**src/rtl/wave_rom_scheduler.sv**
```systemverilog
// Round-robin arbiter sharing one single-port wave ROM among N_REQ requesters.
// Grant is combinational; each sample returns ROM_LATENCY+1 cycles after its grant; responses cannot be stalled.
module wave_rom_scheduler #(
  parameter int ADDR_WIDTH  = 10,
  parameter int DATA_WIDTH  = 16,
  parameter int N_REQ       = 4,
  parameter int ROM_LATENCY = 1
) (
  input  logic                                 sys_clk,
  input  logic                                 sys_rst_n,
  input  logic [N_REQ-1:0]                     req,
  input  logic [N_REQ-1:0][ADDR_WIDTH-1:0]     req_addr,
  output logic [N_REQ-1:0]                     gnt,
  output logic [N_REQ-1:0]                     rsp_valid,
  output logic [N_REQ-1:0][DATA_WIDTH-1:0]     rsp_data,
  output logic                                 rom_en,
  output logic [ADDR_WIDTH-1:0]                rom_addr,
  input  logic [DATA_WIDTH-1:0]                rom_data
);

  localparam int            PW   = (N_REQ > 1) ? $clog2(N_REQ) : 1;
  localparam logic [PW-1:0] LAST = PW'(N_REQ - 1);

  logic [PW-1:0] ptr_q, ptr_d;
  logic [PW-1:0] win;
  logic          grant_any;
  logic [PW:0]   scan;

  logic [ROM_LATENCY-1:0]           tag_vld_q;
  logic [ROM_LATENCY-1:0][PW-1:0]   tag_idx_q;
  logic [N_REQ-1:0]                 rsp_valid_q, rsp_valid_d;
  logic [N_REQ-1:0][DATA_WIDTH-1:0] rsp_data_q, rsp_data_d;

  // Scan from ptr upward; the explicit subtract keeps the wrap exact for non-power-of-two N_REQ.
  always_comb begin
    win       = '0;
    grant_any = 1'b0;
    scan      = '0;
    for (int k = 0; k < N_REQ; k++) begin
      scan = {1'b0, ptr_q} + (PW+1)'(k);
      if (scan >= (PW+1)'(N_REQ)) begin
        scan = scan - (PW+1)'(N_REQ);
      end
      if (!grant_any && req[scan[PW-1:0]]) begin
        grant_any = 1'b1;
        win       = scan[PW-1:0];
      end
    end
  end

  always_comb begin
    gnt = '0;
    if (grant_any) begin
      gnt[win] = 1'b1;
    end
  end

  assign ptr_d    = grant_any ? ((win == LAST) ? '0 : win + PW'(1)) : ptr_q;
  assign rom_en   = |req;
  assign rom_addr = grant_any ? req_addr[win] : '0;

  always_comb begin
    rsp_valid_d = '0;
    rsp_data_d  = rsp_data_q;
    if (tag_vld_q[ROM_LATENCY-1]) begin
      rsp_valid_d[tag_idx_q[ROM_LATENCY-1]] = 1'b1;
      rsp_data_d[tag_idx_q[ROM_LATENCY-1]]  = rom_data;
    end
  end

  always_ff @(posedge sys_clk or negedge sys_rst_n) begin
    if (!sys_rst_n) begin
      ptr_q       <= '0;
      tag_vld_q   <= '0;
      tag_idx_q   <= '0;
      rsp_valid_q <= '0;
      rsp_data_q  <= '0;
    end else begin
      ptr_q        <= ptr_d;
      tag_vld_q[0] <= grant_any;
      tag_idx_q[0] <= win;
      for (int k = 1; k < ROM_LATENCY; k++) begin
        tag_vld_q[k] <= tag_vld_q[k-1];
        tag_idx_q[k] <= tag_idx_q[k-1];
      end
      rsp_valid_q <= rsp_valid_d;
      rsp_data_q  <= rsp_data_d;
    end
  end

  assign rsp_valid = rsp_valid_q;
  assign rsp_data  = rsp_data_q;

endmodule
```
**config.mk**
```make
export PLATFORM = sky130hd
export DESIGN_NAME = wave_rom_scheduler
export DESIGN_NICKNAME = d
export VERILOG_FILES = /design/src/rtl/wave_rom_scheduler.sv
export SDC_FILE = /design/constraint.sdc
export NUM_CORES = 1
export LEC_CHECK = 0
export ABC_CLOCK_PERIOD_IN_PS = 2410
export BUFFER_PORTS_ARGS = -buffer_cell sky130_fd_sc_hd__buf_2
export CAP_MARGIN = 10
export CORE_MARGIN = 2
export CORE_UTILIZATION = 47
export CTS_CLUSTER_SIZE = 25
export DETAILED_ROUTE_END_ITERATION = 7
export PLACE_DENSITY = 0.8
export REMOVE_ABC_BUFFERS = 1
export SETUP_SLACK_MARGIN = 0.5
export SKIP_LAST_GASP = 1
export SYNTH_ARGS = -nofsm -noshare
export SYNTH_HDL_FRONTEND = slang
export SYNTH_SLANG_ARGS = --single-unit
export TNS_END_PERCENT = 30
```
**constraint.sdc**
```tcl
create_clock -name sys_clk -period 2.41 [get_ports sys_clk]
set_input_delay 0.482 -clock sys_clk [delete_from_list [all_inputs] [get_ports sys_clk]]
set_output_delay 0.482 -clock sys_clk [all_outputs]
set_load 0.05 [all_outputs]
```
Word level (Yosys, flattened, before mapping)
Cells that the tools add are included.
Storage, ports and cells
  register bits after elaboration: 73
  output and inout bits: 83
Cells by class
  reductions and logical operators: 9
  add/sub/neg operators: 8
  muxes and demuxes: 33
  eq/ne operators: 1
  $lt $le $gt $ge: 12
Operator list (number)
  $bwmux 64: 1
  $demux 16 s2: 1
  $bmux 10 s2: 1
  $mux 10: 2
  $lt 2x3->1 const B: 6
  $mux 2: 9
  $mux 16: 1
  $mux 1: 10
  $ge 3x3->1 const B: 3
  $bmux 1 s2: 4
  $mux 4: 2
  $sub 2x1->2 const B: 4
  $add 2x2->3 const B: 2
  $logic_and 1x1->1: 5
  $demux 1 s2: 2
  $ge 2x1->1 const B: 2
  $reduce_or 4->1: 1
  $add 2x1->3 const B: 1
  $ge 2x3->1 const B: 1
  $logic_not 1->1: 3
  $add 2x1->2 const B: 1
  $eq 2x2->1 const B: 1

Depth between registers and ports, before layout
  word-level depth: 19
  depth in mapped cells: 8

Least setup slack after synthesis
OpenSTA, ideal clock, no wires.
  path kind: input -> output
  from: input port req[0]
  to: output port rom_addr[0]
  slack: -0.073 ns
  stages on the path: 6
  arrival: 2.001 ns
  path through: nor3b_1 -> a31oi_1 -> nand3b_2 -> buf_6 -> mux2i_1 -> o22ai_1
On the way
  longest elaborated chain between the ends: 15
  elaborated cells between the ends (all ways): 25
Ends and longest elaborated chain
  start: declaration: RTL line 11  | input logic [N_REQ-1:0] req,
  $bmux 1 s2: RTL line 44  | if (!grant_any && req[scan[PW-1:0]]) begin
  $mux 1 (implied by the code): RTL line 44
  $mux 1: RTL line 44
  $logic_not 1->1: RTL line 44
  $logic_and 1x1->1: RTL line 44
  $mux 1: RTL line 44
  $logic_not 1->1: RTL line 44
  $logic_and 1x1->1: RTL line 44
  $mux 1: RTL line 44
  $logic_not 1->1: RTL line 44
  $logic_and 1x1->1: RTL line 44
  $mux 2: RTL line 44
  $bmux 10 s2: RTL line 60  | assign rom_addr = grant_any ? req_addr[win] : '0;
  $mux 10 (implied by the code): RTL line 60
  $mux 10 *: RTL line 60
  end: declaration: RTL line 17  | output logic [ADDR_WIDTH-1:0] rom_addr,
Mark *: on every way between the ends. The rest lies on a longest branch, timed or not. The select of a mux whose other input is x is not followed.

Worst setup path in the final report
  from: register ptr_q[0]
  to: output port rom_addr[5]
On the way
  longest elaborated chain between the ends: 17
  elaborated cells between the ends (all ways): 40
Ends and longest elaborated chain
  start: declaration: RTL line 24  | logic [PW-1:0] ptr_q, ptr_d;
  start signal: assignment: RTL line 79  | ptr_q <= ptr_d;
  branches (longest 16 deep; another with $add 2x1->3)
  $mux 10 *: RTL line 60
Mark *: on every way between the ends. The select of a mux whose other input is x is not followed.

==> flow_summary_export.csv <==
group,metric,value,unit
routing,wl_per_cell,15.5,um
grt,grt_use_met2,0.400,
sta,fin_crit_sh,1.01,
clock_network,clock_sink_count,73,
worst_setup_path,path_max_fanout,6,
place,gp_congestion,0.799,
grt,gr-max-usage-layer,"met2",
worst_setup_path,required,1.93,ns
worst_setup_path,worstReg2RegStart,"tag_idx_q[1]",
routing,drtIter0Drc,96,
synthesis,yosysWarnings,0,
clock_network,cts_buffers,9,
synthesis,synth_commonest_cells,"nand2_1, dfrtp_1, mux2_2, mux2i_1, o22ai_1",
run,drv_cap,0,
floorplanning,rows,29,
place,dpl_cell_area,0.00398,mm2
routing,vias,2659,
grt,grt_pass1_vias,2619,
status,violations,"setup timing",
worst_setup_path,crit_slowest_cell,"dfrtp_2",
synthesis,synth-main-ff-cell,"dfrtp_1",
synthesis,syn_inst,277,
synthesis,synth_most_common_cell,"nand2_1",
worst_setup_path,crit_chain,"nor2b_4 -> o21ai_2 -> nand3b_4 -> buf_6 -> mux2i_2 -> o22ai_1 -> buf_4",
synthesis,synth-seq-area-share,0.582,
worst_setup_path,startpoint_type,"flip-flop",
worst_setup_path,critical_path.endpoint_type,"primary output",
grt,grt_usage,0.225,
place,dp_hpwl,5.57,mm
grt,use_met1,0.268,
cells_and_area,antennaDiodeCount,0,
sta,layout_setup_ws,-0.0223,ns
synthesis,ys_top_cells_by_area,"dfrtp_1, nand2_1, mux2_2",
place,portBuffers,144,
synthesis,syn_area_per_cell,11.3,um2
routing,firstDrtPassIters,4,
cells_and_area,fin_area,0.00441,mm2
worst_setup_path,slowest_delay,0.44,ns
sta,fmax,0.411,GHz
synthesis,synth-edff-count,0,
sta,hold_viol_final,0,
floorplanning,design.die.area,0.00734,mm2
synthesis,yosysTopAreaCell,"dfrtp_1",
floorplanning,fp.dieW,85.7,um
synthesis,synth-seq-cells,73,
floorplanning,pin_count,145,
clock_network,cts_tree,"built",
clock_network,cts-root-buf,"clkbuf_8",
clock_network,clkTransAtPathRegs,0.08,ns
sta,relSlewSlack,0.616,
floorplanning,die_h,85.7,um
clock_network,clock_latency,0.35,ns
floorplanning,placeableCoreArea,0.00639,mm2
sta,finalSetupViolCount,7,
grt,antenna_found_initial,0,
synthesis,yosysTopAreaCellShare,0.582,
synthesis,syn_area,0.00314,mm2
worst_setup_path,crit_type,"reg -> out",
clock_network,htreeDepth,3,
clock_network,cts.path.max_buffers,2,
sta,timing.final.crit_period,2.43,ns
cells_and_area,finalNetCount,501,
synthesis,synth.distinct_cells,24,
status,outcome,"complete, but fails checks",
routing,drt-total-wl,8.01,mm
sta,finClkSkew,0.00995,ns
cells_and_area,synthToLayoutAreaGrowth,40.6,%
sta,fin_hold_ws,0.120,ns
synthesis,async_flop_share,1.00,
sta,tightest_slew,0.572,ns
cells_and_area,final_core_util,0.691,
min_path,hp-class,"in -> async",
grt,grt_max_degree,50,
grt,overflow,0,
grt,grt_use_met3,0.0510,
routing,drc_errors,0,
place,place_inst,497,
worst_setup_path,crit_start,"ptr_q[0]",
sta,slew_viol_final,0,
routing,routed_via_density,5.14,
routing,postRouteAntennaNets,0,
cells_and_area,fin_cells,517,
floorplanning,start_util,0.491,
cells_and_area,drive_gt1_frac,0.505,
grt,grt_pass1_wl,12.6,mm
sta,rsz0062_at_grt,"yes",
worst_setup_path,cp_data_arrival_time,1.95,ns
sequential cells by signal, indices dropped and copies added (netlist names):
name	flops
ptr_q	2
rsp_data	64
rsp_valid	4
tag_idx_q	2
tag_vld_q	1
path summary, 6_finish.rpt:
path | end | slack, ns | depth (start not counted)
min in group sys_clk | rsp_data[29] | 0.36 | 3
max reg2reg | rsp_data[9] | 0.79 | 3
min | rsp_data[13] | 0.12 | 1
max in group asynchronous | ptr_q[1] | 1.62 | 2
max | rom_addr[5] | -0.02 | 7
min reg2reg | rsp_data[47] | 0.48 | 2
area by class of cell:
type / instances / area (um2)
inverter: 6 / 22.5
sequential: 73 / 1830
clock inverter: 4 / 98.8
fill: 489 / 1970
clock buffer: 12 / 155
timing repair buffer: 156 / 908
tap: 77 / 96.3
multi-input combinational: 189 / 1300
placed cells by master (no fill, tap or decap), types with 2 or more instances in the layout:
master	instances
and2_1	4
ha_1	4
dfrtp_2	2
o22ai_1	10
buf_6	2
bufinv_16	3
buf_12	3
nor3b_4	2
mux2_2	32
inv_1	2
mux2i_1	18
o21ai_0	2
mux2i_2	3
clkinv_1	2
nand3b_2	2
buf_2	130
nand2_1	100
clkbuf_8	11
buf_4	20
nor2_1	2
inv_2	2
dfrtp_1	71
what timing repair did:
item	4_1_cts	5_1_grt
pin swaps	2	5
endpoints found under the hold margin	0	0
setup endpoints to repair	14	14
resized for setup	29	6
cloned	0	1
setup buffers	3	0
hold buffers	0	0
cells by family (layout without fill, tap and decap cells):
logic type	after synthesis	after routing	share of synthesized area
AND/OR/NAND/NOR	114	114	0.158
multiplexers	53	53	0.182
buffers and inverters	15	178	0.0267
flip-flops	73	73	0.582
AO/OA/AOI/OAI	18	18	0.0351
adder cells (fa/ha/maj)	4	4	0.0160
worst max-delay path, delay by kind of cell (launching register included):
kind / cells / cell delay [ns]
simple gates: 2 / 0.31
compound gates: 2 / 0.31
flops: 1 / 0.44
mux: 1 / 0.14
buf+inv: 2 / 0.40
metal layers:
metal,vias to the layer above,wire length (um)
met1,1272,3190
li1,1232,-
met4,0,99
met3,9,632
met5,-,0
met2,146,4080
per-stage QoR:
step                worst slack, ns  TNS (ns)
floorplan                    -0.392     -4.15
global placement              0.118         0
detailed placement           0.0395         0
CTS                         -0.0126   -0.0329
global route                 -0.133     -1.31
finish                      -0.0223   -0.0831
Power is not shown: default switching activity piles up to over one toggle a cycle in this logic, so the estimate is an artifact.
